File: src/rtl/cpu_pkg.sv
// Shared CPU definitions: datapath widths and the fetch-stage state encoding,
// reused by control and the decode stage.
package cpu_pkg;

    localparam int DATA_WIDTH = 16;
    localparam int ADDR_WIDTH = 16;

    typedef enum logic {
        IF_IDLE = 1'b0,
        IF_WAIT = 1'b1
    } fetch_state_e;

endpackage

File: src/rtl/instruction_fetch_if.sv
// Instruction-memory read bus between the fetch stage (master) and memory (slave).
interface instruction_fetch_if #(
    parameter int ADDR_WIDTH = cpu_pkg::ADDR_WIDTH,
    parameter int DATA_WIDTH = cpu_pkg::DATA_WIDTH
) ();

    logic [ADDR_WIDTH-1:0] mem_addr;
    logic                  mem_rd;
    logic                  mem_ready;
    logic [DATA_WIDTH-1:0] mem_data;

    modport master (
        output mem_addr,
        output mem_rd,
        input  mem_ready,
        input  mem_data
    );

    modport slave (
        input  mem_addr,
        input  mem_rd,
        output mem_ready,
        output mem_data
    );

endinterface

File: src/rtl/instruction_fetch.sv
// Fetch stage: reads one word at the current PC, latches it into the
// instruction register and pulses pc_inc so program_counter advances.
module instruction_fetch #(
    parameter int DATA_WIDTH = cpu_pkg::DATA_WIDTH,
    parameter int ADDR_WIDTH = cpu_pkg::ADDR_WIDTH,
    parameter int TIMEOUT    = 8
) (
    input  logic                  clk,
    input  logic                  rst,
    input  logic [ADDR_WIDTH-1:0] pc,
    input  logic                  fetch_req,
    input  logic                  flush,
    instruction_fetch_if.master   mem,
    output logic [DATA_WIDTH-1:0] ir,
    output logic                  ir_valid,
    output logic                  pc_inc,
    output logic                  busy,
    output logic                  fault
);

    import cpu_pkg::*;

    localparam logic [7:0] LAST_WAIT = 8'(TIMEOUT - 1);

    fetch_state_e          state_q, state_d;
    logic [ADDR_WIDTH-1:0] mem_addr_q, mem_addr_d;
    logic                  mem_rd_q, mem_rd_d;
    logic [DATA_WIDTH-1:0] ir_q, ir_d;
    logic                  ir_valid_q, ir_valid_d;
    logic                  pc_inc_q, pc_inc_d;
    logic                  fault_q, fault_d;
    logic [7:0]            wait_cnt_q, wait_cnt_d;

    // Next-state logic: accept in IDLE, then flush > data > timeout > count in WAIT.
    always_comb begin
        state_d    = state_q;
        mem_addr_d = mem_addr_q;
        mem_rd_d   = mem_rd_q;
        ir_d       = ir_q;
        ir_valid_d = ir_valid_q;
        pc_inc_d   = 1'b0;
        fault_d    = fault_q;
        wait_cnt_d = wait_cnt_q;

        if (state_q == IF_IDLE) begin
            // While pc_inc is still high the PC has not advanced yet, so a
            // request this cycle would refetch the old address.
            if (fetch_req && !pc_inc_q) begin
                mem_addr_d = pc;
                mem_rd_d   = 1'b1;
                ir_valid_d = 1'b0;
                fault_d    = 1'b0;
                wait_cnt_d = '0;
                state_d    = IF_WAIT;
            end
        end else begin
            if (flush) begin
                mem_rd_d = 1'b0;
                state_d  = IF_IDLE;
            end else if (mem.mem_ready) begin
                ir_d       = mem.mem_data;
                ir_valid_d = 1'b1;
                pc_inc_d   = 1'b1;
                mem_rd_d   = 1'b0;
                state_d    = IF_IDLE;
            end else if (wait_cnt_q == LAST_WAIT) begin
                fault_d  = 1'b1;
                mem_rd_d = 1'b0;
                state_d  = IF_IDLE;
            end else begin
                wait_cnt_d = wait_cnt_q + 8'd1;
            end
        end
    end

    // State and output registers with synchronous active-low reset.
    always_ff @(posedge clk) begin
        if (!rst) begin
            state_q    <= IF_IDLE;
            mem_addr_q <= '0;
            mem_rd_q   <= 1'b0;
            ir_q       <= '0;
            ir_valid_q <= 1'b0;
            pc_inc_q   <= 1'b0;
            fault_q    <= 1'b0;
            wait_cnt_q <= '0;
        end else begin
            state_q    <= state_d;
            mem_addr_q <= mem_addr_d;
            mem_rd_q   <= mem_rd_d;
            ir_q       <= ir_d;
            ir_valid_q <= ir_valid_d;
            pc_inc_q   <= pc_inc_d;
            fault_q    <= fault_d;
            wait_cnt_q <= wait_cnt_d;
        end
    end

    assign mem.mem_addr = mem_addr_q;
    assign mem.mem_rd   = mem_rd_q;
    assign ir           = ir_q;
    assign ir_valid     = ir_valid_q;
    assign pc_inc       = pc_inc_q;
    assign busy         = (state_q == IF_WAIT);
    assign fault        = fault_q;

endmodule

File: src/flat_wrapper.sv
// flat-port wrapper written by rule: the top's interface ports become plain ports
module instruction_fetch_flat import cpu_pkg::*;
#(
    parameter int DATA_WIDTH = cpu_pkg::DATA_WIDTH,
    parameter int ADDR_WIDTH = cpu_pkg::ADDR_WIDTH,
    parameter int TIMEOUT    = 8
)
  (clk, rst, pc, fetch_req, flush, ir, ir_valid, pc_inc, busy, fault, mem_mem_addr, mem_mem_rd, mem_mem_ready, mem_mem_data);
  instruction_fetch_if #(.ADDR_WIDTH(ADDR_WIDTH), .DATA_WIDTH(DATA_WIDTH)) mem_i ();
  input  logic clk;
  input  logic rst;
  input  logic [ADDR_WIDTH-1:0] pc;
  input  logic fetch_req;
  input  logic flush;
  output logic [DATA_WIDTH-1:0] ir;
  output logic ir_valid;
  output logic pc_inc;
  output logic busy;
  output logic fault;
  output wire logic [$bits(mem_i.mem_addr)-1:0] mem_mem_addr;
  output wire logic [$bits(mem_i.mem_rd)-1:0] mem_mem_rd;
  input wire logic [$bits(mem_i.mem_ready)-1:0] mem_mem_ready;
  input wire logic [$bits(mem_i.mem_data)-1:0] mem_mem_data;
  assign mem_mem_addr = mem_i.mem_addr;
  assign mem_mem_rd = mem_i.mem_rd;
  assign mem_i.mem_ready = mem_mem_ready;
  assign mem_i.mem_data = mem_mem_data;
  instruction_fetch #(.DATA_WIDTH(DATA_WIDTH), .ADDR_WIDTH(ADDR_WIDTH), .TIMEOUT(TIMEOUT)) u_core (.clk(clk), .rst(rst), .pc(pc), .fetch_req(fetch_req), .flush(flush), .mem(mem_i), .ir(ir), .ir_valid(ir_valid), .pc_inc(pc_inc), .busy(busy), .fault(fault));
endmodule
File: config.mk
export PLATFORM = sky130hd
export DESIGN_NAME = instruction_fetch_flat
export DESIGN_NICKNAME = d
export VERILOG_FILES = /design/src/rtl/cpu_pkg.sv /design/src/rtl/instruction_fetch_if.sv /design/src/rtl/instruction_fetch.sv /design/src/flat_wrapper.sv
export SDC_FILE = /design/constraint.sdc
export NUM_CORES = 1
export LEC_CHECK = 0
export ABC_AREA = 0
export CAP_MARGIN = 20
export CORE_AREA = 2 2 73 75
export CTS_CLUSTER_DIAMETER = 60
export DETAILED_ROUTE_END_ITERATION = 10
export DIE_AREA = 0 0 75 77
export PLACE_DENSITY = 0.74
export SETUP_SLACK_MARGIN = 0.4
export SYNTH_ARGS = -nofsm -noshare
export SYNTH_HDL_FRONTEND = slang
export SYNTH_SLANG_ARGS = --single-unit
File: constraint.sdc
create_clock -name clk -period 4.86 [get_ports clk]
set_clock_uncertainty 0.2 [all_clocks]
set_input_delay 0.729 -clock clk [delete_from_list [all_inputs] [get_ports clk]]
set_output_delay 0.729 -clock clk [all_outputs]
set_load 0.005 [all_outputs]
==> summary.txt <==
Outcome
  – Status: finished, final reports clean

Worst setup path
  – CP peak stage delay: 0.81 ns
  – Worst Path Max Fanout: 21
  – Worst setup path class: reg2out
  – FF-to-FF Start: u_core.busy
  – Number of cells on the worst reg-to-reg path: 4
  – Critical path data arrival time: between 1.5 and 2 ns
  – FF-to-FF setup slack: 2.46 ns
  – Cell Chain, Critical Path: clkdlybuf4s50_1
  – Cell family with the largest share of critical-path delay: flip-flops
  – Crit path capture type: primary output
  – Reg2Reg Capture Point: u_core.ir[15]
  – Slowest cell on the critical path: dfxtp_1
  – WP buf/inv: 1
  – CP Launch Type: flip-flop
  – Critical Path RT: 3.93 ns
  – CP Launch Point: u_core.busy

Finish
  – Ant diodes: 0
  – Share of cells above drive strength 1: about 4.2%
  – Nets: 324
  – Fill cells: 467
  – Area delta synth->final: 50.1%

Placement
  – GP Congestion: 0.835
  – Buffers added on ports: 73
  – Hpwl dp: approximately 3.0 mm

Routing
  – DR vias: 1,690
  – Post-DR wirelength/cell: 12.3 µm
  – Via density: 4.73
  – Initial drt markers: 58
  – Antenna-violating nets left: 0
  – DRC violations left: 0
  – First drt pass iteration count: 4
  – Final WL: 4.39 mm

Floorplanning
  – I/O pins: 74
  – Core Region: 4980 µm²
  – Die Span X: 75 µm
  – Die Y: 77 µm
  – Die area: 5780 µm²
  – Core Rows: 26
  – Initial Util: 35.6%

Yosys
  – Most common flop cell mapped by yosys: dfxtp_1
  – #FFs+latches synth: 45
  – Synthesized area: 1770 µm²
  – Cell variety after synth: 33
  – Synthesized area per cell: 8.12 µm²
  – Synthesized instance count: roughly 220
  – Count of flip-flops with a built-in enable after synthesis: 0
  – Sequential share of the synthesized area: 50.9%
  – Fraction of registers with async set/reset: 0%
  – Syn nets: ~260
  – Yosys warnings: 0

Run
  – Max-Cap Viols: 0

Power
  – Peak supply drop: around 0.00021 V
  – Sequential power share: 50.0%
  – Int Power: around 0.61 mW
  – Net Sw Frac: 22.6%
  – P per Cell Area: 296 nW/µm²
  – Psw: 0.177 mW
  – Leak: 0.919 nW
  – Clock power share: 37.1%
  – Comb pwr share: between 10% and 20%

GRT
  – Initial antenna violation count: 0
  – First-pass GRT wire length: 6.91 mm
  – GRT Total Usage: between 10% and 20%
  – Total gr overflow: 0
  – Number of global-route vias before repair: 1,563
  – Largest net degree at the start of global routing: 25

Timing
  – Final TNS setup: 0 ns
  – Final-report hold violation count: 0
  – Worst-Margin Slew: 1.01 ns
  – Final Critical Period: 2.66 ns
  – Achievable Freq: 0.375 GHz
  – Final setup fails: 0
  – Tcrit/Tclk final: 54.8%
  – Slew margin rel.: 32.6%
  – Fin. max-slew vios: 0
  – Hold slack: 0.255 ns
  – RSZ-0062 raised after global routing: false

Clocking
  – Clk sink count: 45
  – Root Driver: clkbuf_8
  – H-tree depth: 2
  – CTS tree: yes
  – Postcts setup bufs: 0
  – Post-CTS Hold Buffers: 0
  – Post-CTS sizing: 0
  – Clock-pin transition on the worst setup and hold timing paths: 0.09 ns
  – Clock Path Buffers: 2
  – CTS Buf Count: 5
  – Worst skew pair latency: approximately 0.29 ns

Worst hold path
  – Hold WC Path Type: reg2reg
  – Hold path cells: 2
  – Hold_sp: u_core.mem.mem_addr[3]
  – End of the worst hold path: u_core.mem.mem_addr[3]
## power by group through the flow
stage | clock (mW) | combinational [mW] | sequential (mW)
2_1_floorplan | 0 | 0.0411 | 0.399
3_3_place_gp | 0 | 0.101 | 0.401
3_5_place_dp | 0 | 0.102 | 0.401
4_1_cts | 0.301 | 0.103 | 0.393
5_1_grt | 0.313 | 0.112 | 0.395
6_report | 0.292 | 0.102 | 0.393
## sequential cells by signal (all words and copies together) (netlist names)
register / count
u_core.wait_cnt_q: 8
u_core.pc_inc: 1
u_core.mem.mem_addr: 16
u_core.mem.mem_rd: 1
u_core.busy: 1
u_core.ir: 16
u_core.ir_valid: 1
u_core.fault: 1
## cells in the mapped netlist (3+ instances only)
| cell type | number | share of area (%) |
|---|---|---|
| nor2_1 | 3 | 0.64 |
| nand3_1 | 7 | 2.0 |
| a21oi_1 | 37 | 10 |
| nand4b_1 | 4 | 2.0 |
| or3_1 | 3 | 1.1 |
| nand4_1 | 3 | 1.1 |
| nand2_1 | 74 | 16 |
| a31oi_1 | 3 | 1.1 |
| dfxtp_1 | 45 | 51 |
| clkbuf_1 | 10 | 2.1 |
## cell usage in the layout, fill, tap and decap left out, types with 2 or more instances in the layout
| master | netlist | layout |
|---|---|---|
| a211oi_1 | 2 | 2 |
| a21oi_1 | 37 | 37 |
| a31oi_1 | 3 | 3 |
| clkbuf_8 | 0 | 6 |
| clkdlybuf4s50_1 | 0 | 73 |
| dfxtp_1 | 45 | 45 |
| inv_1 | 2 | 2 |
| nand2_1 | 74 | 74 |
| nand3_1 | 7 | 7 |
| nand4_1 | 3 | 3 |
| nand4b_1 | 4 | 4 |
| nor2_1 | 3 | 3 |
| o211ai_1 | 2 | 2 |
| o21ai_0 | 2 | 2 |
| or3_1 | 3 | 3 |
| or4_1 | 2 | 2 |
## worst max-delay path by stage
stage                      endpoint  slack (ns)  cells past startpoint
2_1_floorplan  u_core.wait_cnt_q[1]        2.93                      4
3_3_place_gp   u_core.wait_cnt_q[1]        2.01                      5
3_5_place_dp   u_core.wait_cnt_q[1]        1.92                      5
4_1_cts                        busy        2.18                      1
5_1_grt               u_core.ir[15]        2.10                      5
6_report                       busy        2.20                      1
## routing by layer
metal / wire length (µm) / track usage, %
met1: 1950 / 18.3
met5: 0 / 0
met3: 398 / 6.44
met4: 11 / 3.75
met2: 2030 / 24.3
## cells by family after synthesis
family                   Yosys count  share of synthesized area (%)
flip-flops                        45                           50.9
buffers and inverters             15                           3.75
AND/OR/NAND/NOR                  106                           28.1
AO/OA/AOI/OAI                     51                           16.6
adder cells (fa/ha/maj)            1                          0.707
## stage by stage
| step | area (µm²) | std cells | setup WS [ns] | util, % | power (mW) |
|---|---|---|---|---|---|
| floorplan | 1770 | 218 | 2.93 | - | 0.440 |
| global placement | 2540 | 349 | 2.01 | 51.0 | 0.503 |
| detailed placement | 2540 | 349 | 1.92 | 51.0 | 0.504 |
| CTS | 2660 | 357 | 2.18 | 53.4 | 0.796 |
| global route | 2660 | 357 | 2.10 | 53.4 | 0.819 |
| finish | 2660 | 357 | 2.20 | 53.4 | 0.786 |
## final cells by class
cell class,count,area (µm²),area share (%)
inverter,2,7.51,0.282
clock inverter,2,37.5,1.41
multi-input combinational,158,803,30.2
clock buffer,6,82.6,3.11
sequential,45,901,33.9
tap,70,87.6,3.30
timing repair buffer,74,738,27.8
Note: power is estimated with default switching activity, not from simulation.
